### config.mk
export PLATFORM = sky130hd
export DESIGN_NAME = saradc_sample_fifo
export DESIGN_NICKNAME = d
export VERILOG_FILES = /design/src/rtl/saradc_sample_fifo.sv
export SDC_FILE = /design/constraint.sdc
export NUM_CORES = 1
export LEC_CHECK = 0
export ABC_CLOCK_PERIOD_IN_PS = 3900
export CAP_MARGIN = 20
export CORE_MARGIN = 3
export CORE_UTILIZATION = 63
export CTS_CLUSTER_DIAMETER = 50
export DETAILED_ROUTE_END_ITERATION = 10
export DONT_BUFFER_PORTS = 1
export GPL_TIMING_DRIVEN = 1
export PLACE_DENSITY_LB_ADDON = 0.25
export SLEW_MARGIN = 0
export SYNTH_ARGS = -nofsm -noshare
export SYNTH_HDL_FRONTEND = slang
export SYNTH_SLANG_ARGS = --single-unit
export TNS_END_PERCENT = 5
### constraint.sdc
create_clock -name wb_clk_i -period 3.9 [get_ports wb_clk_i]
set_clock_uncertainty 0.05 [all_clocks]
set_input_delay 0.39 -clock wb_clk_i [delete_from_list [all_inputs] [get_ports wb_clk_i]]
set_output_delay 0.39 -clock wb_clk_i [all_outputs]
set_load 0.02 [all_outputs]
### src/rtl/saradc_sample_fifo.sv
// SAR ADC capture stage: synchronizes the ADC done flag, optionally averages 2^k samples,
// buffers averages in a FIFO and exposes control/status/data over a Wishbone slave port.
module saradc_sample_fifo #(
  parameter int RES_W      = 10,
  parameter int FIFO_DEPTH = 16
) (
  input  logic             wb_clk_i,
  input  logic             wb_rst_i,
  input  logic             wbs_stb_i,
  input  logic             wbs_cyc_i,
  input  logic             wbs_we_i,
  input  logic [3:0]       wbs_sel_i,
  input  logic [31:0]      wbs_adr_i,
  input  logic [31:0]      wbs_dat_i,
  output logic             wbs_ack_o,
  output logic [31:0]      wbs_dat_o,
  input  logic [RES_W-1:0] adc_result,
  input  logic             adc_valid,
  output logic             adc_en,
  output logic             adc_cal,
  output logic             irq
);

  localparam int PTR_W = $clog2(FIFO_DEPTH);
  localparam int LVL_W = PTR_W + 1;
  localparam int ACC_W = RES_W + 3;

  logic             ack_reg, en_reg, cal_reg, ovf_reg, irq_reg, push_reg;
  logic [31:0]      dat_reg;
  logic [1:0]       avg_reg;
  logic [LVL_W-1:0] thresh_reg, wr_ptr_reg, rd_ptr_reg;
  logic [2:0]       sync_reg;
  logic [ACC_W-1:0] acc_reg;
  logic [2:0]       cnt_reg;
  logic [RES_W-1:0] push_data_reg;
  logic [RES_W-1:0] mem [FIFO_DEPTH];

  logic        req, wr, rd;
  logic [1:0]  reg_sel;
  logic [31:0] byte_mask, ctrl_img, ctrl_wr, thresh_img, thresh_wr, status_img, data_img, rdata;
  logic        ctrl_we, thresh_we, ovf_clr, clr, acc_clr;
  logic [LVL_W-1:0] level;
  logic        empty, full, pop, push_ok, push_drop, fire, last;
  logic [ACC_W-1:0] sum, avg_shift;
  logic        unused_bits;

  genvar gi;
  generate
    for (gi = 0; gi < 4; gi++) begin : g_mask
      assign byte_mask[gi*8 +: 8] = {8{wbs_sel_i[gi]}};
    end
  endgenerate

  assign req     = wbs_stb_i & wbs_cyc_i & ~ack_reg;
  assign wr      = req & wbs_we_i;
  assign rd      = req & ~wbs_we_i;
  assign reg_sel = wbs_adr_i[3:2];

  assign ctrl_img   = {26'b0, avg_reg, 2'b00, cal_reg, en_reg};
  assign thresh_img = {{(32-LVL_W){1'b0}}, thresh_reg};
  assign ctrl_wr    = (ctrl_img & ~byte_mask) | (wbs_dat_i & byte_mask);
  assign thresh_wr  = (thresh_img & ~byte_mask) | (wbs_dat_i & byte_mask);

  assign ctrl_we   = wr & (reg_sel == 2'd0);
  assign thresh_we = wr & (reg_sel == 2'd3);
  assign ovf_clr   = wr & (reg_sel == 2'd1) & wbs_sel_i[0] & wbs_dat_i[2];
  assign clr       = ctrl_we & ctrl_wr[2];
  // A partial sum is meaningless once N changes or the ADC is stopped.
  assign acc_clr   = clr | (ctrl_we & (ctrl_wr[5:4] != avg_reg)) | (ctrl_we & en_reg & ~ctrl_wr[0]);

  assign level     = wr_ptr_reg - rd_ptr_reg;
  assign empty     = (level == '0);
  assign full      = (level == LVL_W'(FIFO_DEPTH));
  assign pop       = rd & (reg_sel == 2'd2) & ~empty;
  assign push_ok   = push_reg & ~clr & (~full | pop);
  assign push_drop = push_reg & ~clr & full & ~pop;

  assign fire      = sync_reg[1] & ~sync_reg[2] & en_reg;
  assign sum       = acc_reg + ACC_W'(adc_result);
  assign avg_shift = sum >> avg_reg;
  assign last      = ({1'b0, cnt_reg} == ((4'd1 << avg_reg) - 4'd1));

  always_comb begin
    status_img             = '0;
    status_img[0]          = empty;
    status_img[1]          = full;
    status_img[2]          = ovf_reg;
    status_img[LVL_W+7:8]  = level;
  end

  assign data_img = empty ? 32'd0 : {1'b1, {(31-RES_W){1'b0}}, mem[rd_ptr_reg[PTR_W-1:0]]};

  always_comb begin
    rdata = '0;
    case (reg_sel)
      2'd0:    rdata = ctrl_img;
      2'd1:    rdata = status_img;
      2'd2:    rdata = data_img;
      default: rdata = thresh_img;
    endcase
  end

  always_ff @(posedge wb_clk_i) begin
    if (push_ok) mem[wr_ptr_reg[PTR_W-1:0]] <= push_data_reg;
  end

  always_ff @(posedge wb_clk_i) begin
    if (wb_rst_i) begin
      ack_reg       <= 1'b0;
      dat_reg       <= '0;
      en_reg        <= 1'b0;
      cal_reg       <= 1'b0;
      avg_reg       <= '0;
      thresh_reg    <= '0;
      ovf_reg       <= 1'b0;
      irq_reg       <= 1'b0;
      sync_reg      <= '0;
      acc_reg       <= '0;
      cnt_reg       <= '0;
      push_reg      <= 1'b0;
      push_data_reg <= '0;
      wr_ptr_reg    <= '0;
      rd_ptr_reg    <= '0;
    end else begin
      ack_reg  <= req;
      dat_reg  <= rd ? rdata : 32'd0;
      sync_reg <= {sync_reg[1:0], adc_valid};
      if (ctrl_we) begin
        en_reg  <= ctrl_wr[0];
        cal_reg <= ctrl_wr[1];
        avg_reg <= ctrl_wr[5:4];
      end
      if (thresh_we) thresh_reg <= thresh_wr[LVL_W-1:0];
      if (push_drop)    ovf_reg <= 1'b1;
      else if (ovf_clr) ovf_reg <= 1'b0;
      irq_reg  <= ovf_reg | ((thresh_reg != '0) && (level >= thresh_reg));

      push_reg <= 1'b0;
      if (acc_clr) begin
        acc_reg <= '0;
        cnt_reg <= '0;
      end else if (fire) begin
        if (last) begin
          push_reg      <= 1'b1;
          push_data_reg <= avg_shift[RES_W-1:0];
          acc_reg       <= '0;
          cnt_reg       <= '0;
        end else begin
          acc_reg <= sum;
          cnt_reg <= cnt_reg + 3'd1;
        end
      end

      if (clr) begin
        wr_ptr_reg <= '0;
        rd_ptr_reg <= '0;
      end else begin
        if (push_ok) wr_ptr_reg <= wr_ptr_reg + 1'b1;
        if (pop)     rd_ptr_reg <= rd_ptr_reg + 1'b1;
      end
    end
  end

  assign wbs_ack_o = ack_reg;
  assign wbs_dat_o = dat_reg;
  assign adc_en    = en_reg;
  assign adc_cal   = cal_reg;
  assign irq       = irq_reg;

  assign unused_bits = ^{wbs_adr_i[31:4], wbs_adr_i[1:0], ctrl_wr[31:6], ctrl_wr[3],
                         thresh_wr[31:LVL_W], avg_shift[ACC_W-1:RES_W]};

endmodule

# Word-level counts from Yosys, hierarchy flattened

Memories as Yosys holds them, arrays and structs flattened. A register that Yosys moved wholly into a read port is not among the register bits.
Index checks and enable logic that the tools add are counted.
Widths: inputs -> output; s select.

RAM bits: 160
Memories kept: 1
Register bits after elaboration: 84
Latch bits: 0
Output and inout port bits: 36
Logic and storage cells: 94
Bits in read-only memories: 0

Memory list:

| memory | depth | bits a word | read ports | clocked after memory_dff | wr ports | line | RTL |
|---|---|---|---|---|---|---|---|
| mem    | 16    | 10          | 1          | 1                        | 1        | 36   | `logic [RES_W-1:0] mem [FIFO_DEPTH];` |

Reduce and logical (&&, ||, !) cells: 10
Multipliers: 0
$add $sub $neg: 6
Multiplexer cells: 11
Equality and inequality tests: 6
Shift operators: 2
Div/mod/pow operators: 0
Bitwise operators: 42
Magnitude comparators: 1

Operator list:

| kind                | number |
|---|---|
| $pmux 32 s3         | 1 |
| $mux 32             | 1 |
| $and 1x1->1         | 21 |
| $add 13x10->13      | 1 |
| $mux 13             | 1 |
| $shr 13x2->10       | 1 |
| $and 6x6->6         | 2 |
| $not 1->1           | 11 |
| $add 5x1->5 const B | 2 |
| $mux 4              | 2 |
| $not 6->6           | 1 |
| $or 6x6->6          | 1 |
| $reduce_or 2->1     | 3 |
| $and 5x5->5         | 1 |
| $eq 5x5->1 const B  | 1 |
| $ge 5x5->1          | 1 |
| $logic_not 5->1     | 1 |
| $mux 1              | 5 |
| $or 5x5->5          | 1 |
| $reduce_bool 5->1   | 1 |
| $sub 5x5->5         | 1 |
| $eq 2x2->1 const B  | 2 |
| $eq 3x4->1          | 1 |
| $or 1x1->1          | 4 |
| other kinds (11)    | 11 |

# Depth between registers and ports, before layout

Depth in word-level cells: 10
Gate-level depth with buffers: 13
Mapped depth without buffers: 12

# Worst setup path before layout

OpenSTA, ideal clock, no wires.

Kind: flip-flop to flip-flop
Start: register wr_ptr_reg[0]
End: memory mem[3][0] (enable)
Path slack: 0.568 ns
Period minus slack after synthesis: 3.332 ns
Setup time: 0.390 ns
Arrival time: 2.892 ns
Path buffers: 0
Stages on the path, launching flop included: 12
Cell sequence: dfxtp_1 inv_1 ha_1 inv_1 fa_1 a21o_1 a21oi_1 xor2_1 a211oi_2 a21oi_2 nand2_1 nor3_1

Word-level cells in the longest chain between the ends: 8
Elaborated cells on any way between the ends: 10

Ends and longest elaborated chain:

| what                         | line | RTL |
|---|---|---|
| start: declaration           | 31   | `logic [LVL_W-1:0] thresh_reg, wr_ptr_reg, rd_ptr_reg;` |
| start signal: assignment     | 158  | `if (push_ok) wr_ptr_reg <= wr_ptr_reg + 1'b1;` |
| $sub 5x5->5                  | 71   | `assign level = wr_ptr_reg - rd_ptr_reg;` |
| $logic_not 5->1              | 72   | `assign empty = (level == '0);` |
| $not 1->1                    | 74   | `assign pop = rd & (reg_sel == 2'd2) & ~empty;` |
| $and 1x1->1                  | 74   |  |
| $or 1x1->1                   | 75   | `assign push_ok = push_reg & ~clr & (~full \| pop);` |
| $and 1x1->1                  | 75   |  |
| $mux 1                       | 104  | `if (push_ok) mem[wr_ptr_reg[PTR_W-1:0]] <= push_data_reg;` |
| $mux 1 (not written as such) | 104  |  |
| end: declaration             | 36   |  |

Parallel ways exist; a longest one is shown, timed or not.

# Final worst setup path

Start: register wr_ptr_reg[0]
End: memory mem[14][4] (enable)

The elaborated chain is that of the path after synthesis.

==> results by group <==
Run status
  – Run status: complete, no violations

Placed design
  – Last weighted congestion value of the routability-driven placer: 0.863
  – Dpl hpwl: 13,500 um
  – Area after DPL: 10,300 um2
  – Number of buffer cells added on primary ports: 0

Finish
  – Largest register FFs: 160
  – Cell area after layout: 11,200 um2
  – Layout area overhead: 10.8%
  – Share of cells above drive strength 1: 16.7%
  – Fraction of the core area covered by cells at the end of the flow: 72.4%
  – Number of antenna diodes: 0
  – NumNets Final: 843

Route
  – Avg WL per Cell: 22.6 um
  – Drt first-iter violations: 719
  – Post-detailed-route DRC marker count: 0
  – Total via count in the routed design: 6,051
  – Overall routed net length: 21,700 um
  – Number of nets with antenna violations after routing: 0
  – Number of vias per cell: 6.30
  – Pre-antenna DRT Iters: 5

Die
  – Total Die Area: 17,600 um2
  – Y dimension of the die: 132 um
  – Cell Rows: 45
  – Starting Density: 65.3%
  – Die span in x: 132 um
  – # IOs: 120
  – Floorplan core area: 15,400 um2

Yosys
  – Compound-Gate Fraction of Synth Area: 7.55%
  – Leading post-synthesis cells by cell area: sky130_fd_sc_hd__edfxtp_1 48%, sky130_fd_sc_hd__dfxtp_1 14%, sky130_fd_sc_hd__mux4_2 11%
  – Main flop type after synthesis: sky130_fd_sc_hd__edfxtp_1
  – Multiplexer share of the synthesized area: 12.7%
  – Most common library cells after synthesis: 160 x sky130_fd_sc_hd__edfxtp_1, 70 x sky130_fd_sc_hd__dfxtp_1, 47 x sky130_fd_sc_hd__mux4_2, 43 x sky130_fd_sc_hd__nor2_1, 38 x sky130_fd_sc_hd__a21oi_1
  – Parity-gate share of the synthesized area counting xor and xnor cells: 1.82%
  – Cell type contributing the most total cell area after synthesis: sky130_fd_sc_hd__edfxtp_1
  – Number of distinct library cells after synthesis: 65
  – Share of flip-flops with an asynchronous set or reset: 0%
  – Mean instance size in the synthesized netlist: 14.3 um2
  – Register area share after synthesis: 61.6%
  – Combinational family with the most area after synthesis: multiplexers
  – Fraction of synthesized cell area taken by the top area cell type: 47.7%
  – Warnings from Yosys: 0
  – Flops & latches, synth: 230
  – Top-count cell post-synth: sky130_fd_sc_hd__edfxtp_1
  – Adder-Cell Fraction of Synth Area: 3.50%
  – Synthesized area: 10,100 um2
  – EDFF count, synth: 160
  – Simple logic cell fraction of the synthesized area: 9.24%
  – Cells after Synth: 707

Worst setup path
  – Largest stage delay on the critical path: 0.46 ns
  – Biggest fanout along the worst timing path: 14
  – Worst EP arrival: 3.44 ns
  – Worst Setup Start Kind: register
  – R2r startpoint: wr_ptr_reg[0]$_SDFFE_PP0P_
  – Worst Path Required: 4.04 ns
  – Kind of end point of the critical path: register
  – Slowest cell on the critical path: sky130_fd_sc_hd__fa_1
  – Endpoint of the most critical setup path: mem[14][4]$_DFFE_PP_
  – Endpoint of the most critical register-to-register path: mem[14][4]$_DFFE_PP_
  – Worst R2R Path Depth: 12
  – Critical path class: register to register
  – List of cells traversed by the critical path: inv_1 > ha_1 > inv_1 > fa_1 > a21o_1 > a21oi_1 > xor2_1 > a211oi_2 > a21oi_2 > buf_4 > and3_1 > buf_4
  – Flop2flop setup slack: 0.60 ns
  – Stages on the worst setup path: 12
  – Worst setup path start: wr_ptr_reg[0]$_SDFFE_PP0P_
  – Gate family responsible for the most delay along the worst path: compound AO/OA/AOI/OAI gates
  – Critical path buffers and inverters: 4

Power and ir drop
  – Internal Dissipation: 3.86 mW
  – Comb power frac: 1.8%
  – Switching share of total power: 20.6%
  – Worst ir drop on vdd: 0.345 mV
  – Total leakage power: 3.88 nW
  – Fraction of power consumed by sequential logic: 53.2%
  – Sw Pwr: 1.00 mW
  – Power density normalized to cell area: 435 nW/um2
  – PnR Total Power: 4.86 mW
  – Share of power burned in the clock network: 45.0%

Clock tree
  – PostCTS Resize Cnt: 0
  – Post CTS Setup Buffer Count: 0
  – Clock slew at reported path FFs: 0.06 ns
  – Number of buffers created by CTS: 24
  – CTS tree: yes
  – CTS H-Tree Depth: 1
  – Maximum number of buffers from clock root to sink: 3
  – CTS root buf: sky130_fd_sc_hd__clkbuf_16
  – CTS sink count: 230
  – Insertion delay of the later-clocked pin in the worst-skew pair: 0.50 ns

STA
  – Post-route setup TNS: 0 ns
  – Final hold slack: 0.0218 ns
  – Min Tclk post-route: 3.30 ns
  – Rel. slew slack: 51.2%
  – Fmax: 303 MHz
  – Final number of hold-violating endpoints: 0
  – RSZ-0062 raised after global routing: no
  – Final slew viol count: 0
  – Final cycle utilization of the critical path: 84.6%
  – Worst slew pin tran: 0.731 ns
  – Number of failing setup endpoints in the final timing report: 0

GRT
  – Global-route wire length before repair: 34,400 um
  – Total congestion overflow after global routing: 0
  – Number of antenna violations at the first check in global routing: 0
  – Maximum number of pins on one net before global-route repair: 41
  – Total global routing track utilization: 25.0%
  – Via count of the first global-routing pass: 6,206

Hold path
  – Cell depth of the worst hold path: 2
  – Path class of the lowest-slack min-delay path: primary input to register

Job
  – Count of max-cap constraint violations: 0
==> cells by family (layout without fill, tap and decap cells) <==
family          Yosys count  after routing
simple gates            177            177
compound gates          115            115
xor+xnor                 21             21
mux                      69             69
buf+inv                  67             93
flops                   230            230
other cells               1             18
fa+ha+maj                27             27
==> cells in the final DEF, fill, tap and decap left out, drive strengths merged, types with 5 or more instances in the layout <==
cell type and n:
buf 23, nand2b 7, nand3b 7, conb 18
ha 25, mux4 47, clkinv 5, nand2 35
nand3 19, nor2 43, mux2i 17, dfxtp 70
o21ai 18, xnor2 13, a31oi 8, a211oi 7
inv 19, a21o 10, dlygate4sd3 10, a21oi 40
and3 18, a22oi 7, mux2 5, clkbuf 32
nor3 13, nor2b 14, xor2 8, edfxtp 160
and2 5
==> metal layers <==
metal / vias up / track usage (%) / routed length, um / share of wire, %
li1: 2726 / - / - / -
met1: 3039 / 34.6 / 8870 / 41
met2: 242 / 40.9 / 10700 / 49
met3: 44 / 4.11 / 1330 / 6.1
met4: 0 / 8.66 / 763 / 3.5
met5: - / 0 / 0 / 0
==> power by group through the flow <==
stage | Sequential [mW] | Clock, mW | Combinational (mW)
final | 2.58 | 2.18 | 0.0873
after global routing | 2.58 | 2.32 | 0.0946
after CTS | 2.58 | 2.22 | 0.0855
after detailed placement | 2.64 | 0 | 0.0734
after global placement | 2.64 | 0 | 0.0721
after floorplan | 2.64 | 0 | 0.0838
==> per-stage QoR <==
stage          setup WS, ns  std cells
2_1_floorplan         0.568        724
3_3_place_gp          0.764        907
3_5_place_dp          0.675        907
4_1_cts               0.617        961
5_1_grt               0.351        961
6_report              0.602        961
==> how the worst min path moves through the flow <==
stage | startpoint | to | slack (ns)
6_report | wbs_adr_i[2] | wbs_dat_o[8]$_SDFF_PP0_ | 0.02
5_1_grt | wbs_adr_i[3] | wbs_dat_o[4]$_SDFF_PP0_ | 0.006
4_1_cts | wbs_adr_i[3] | wbs_dat_o[4]$_SDFF_PP0_ | 0.004
3_5_place_dp | acc_reg[6]$_SDFFE_PP0P_ | acc_reg[6]$_SDFFE_PP0P_ | 0.40
3_3_place_gp | sync_reg[0]$_SDFF_PP0_ | sync_reg[1]$_SDFF_PP0_ | 0.38
2_1_floorplan | sync_reg[0]$_SDFF_PP0_ | sync_reg[1]$_SDFF_PP0_ | 0.36
==> area by class of cell <==
class	count	area, um2
flip-flops and latches	230	6210
fillers	1006	4260
multi-input cells	427	3580
clock buffers	32	682
repair buffers	33	285
well taps	211	264
clock inverters	12	90.1
inverters	16	60.1
==> repair_timing <==
item                                    CTS  global route
endpoints found under the hold margin    18             0
endpoints found under the setup margin    0             0
hold buffers                             10             0
Note: power is estimated with default switching activity, not from simulation.
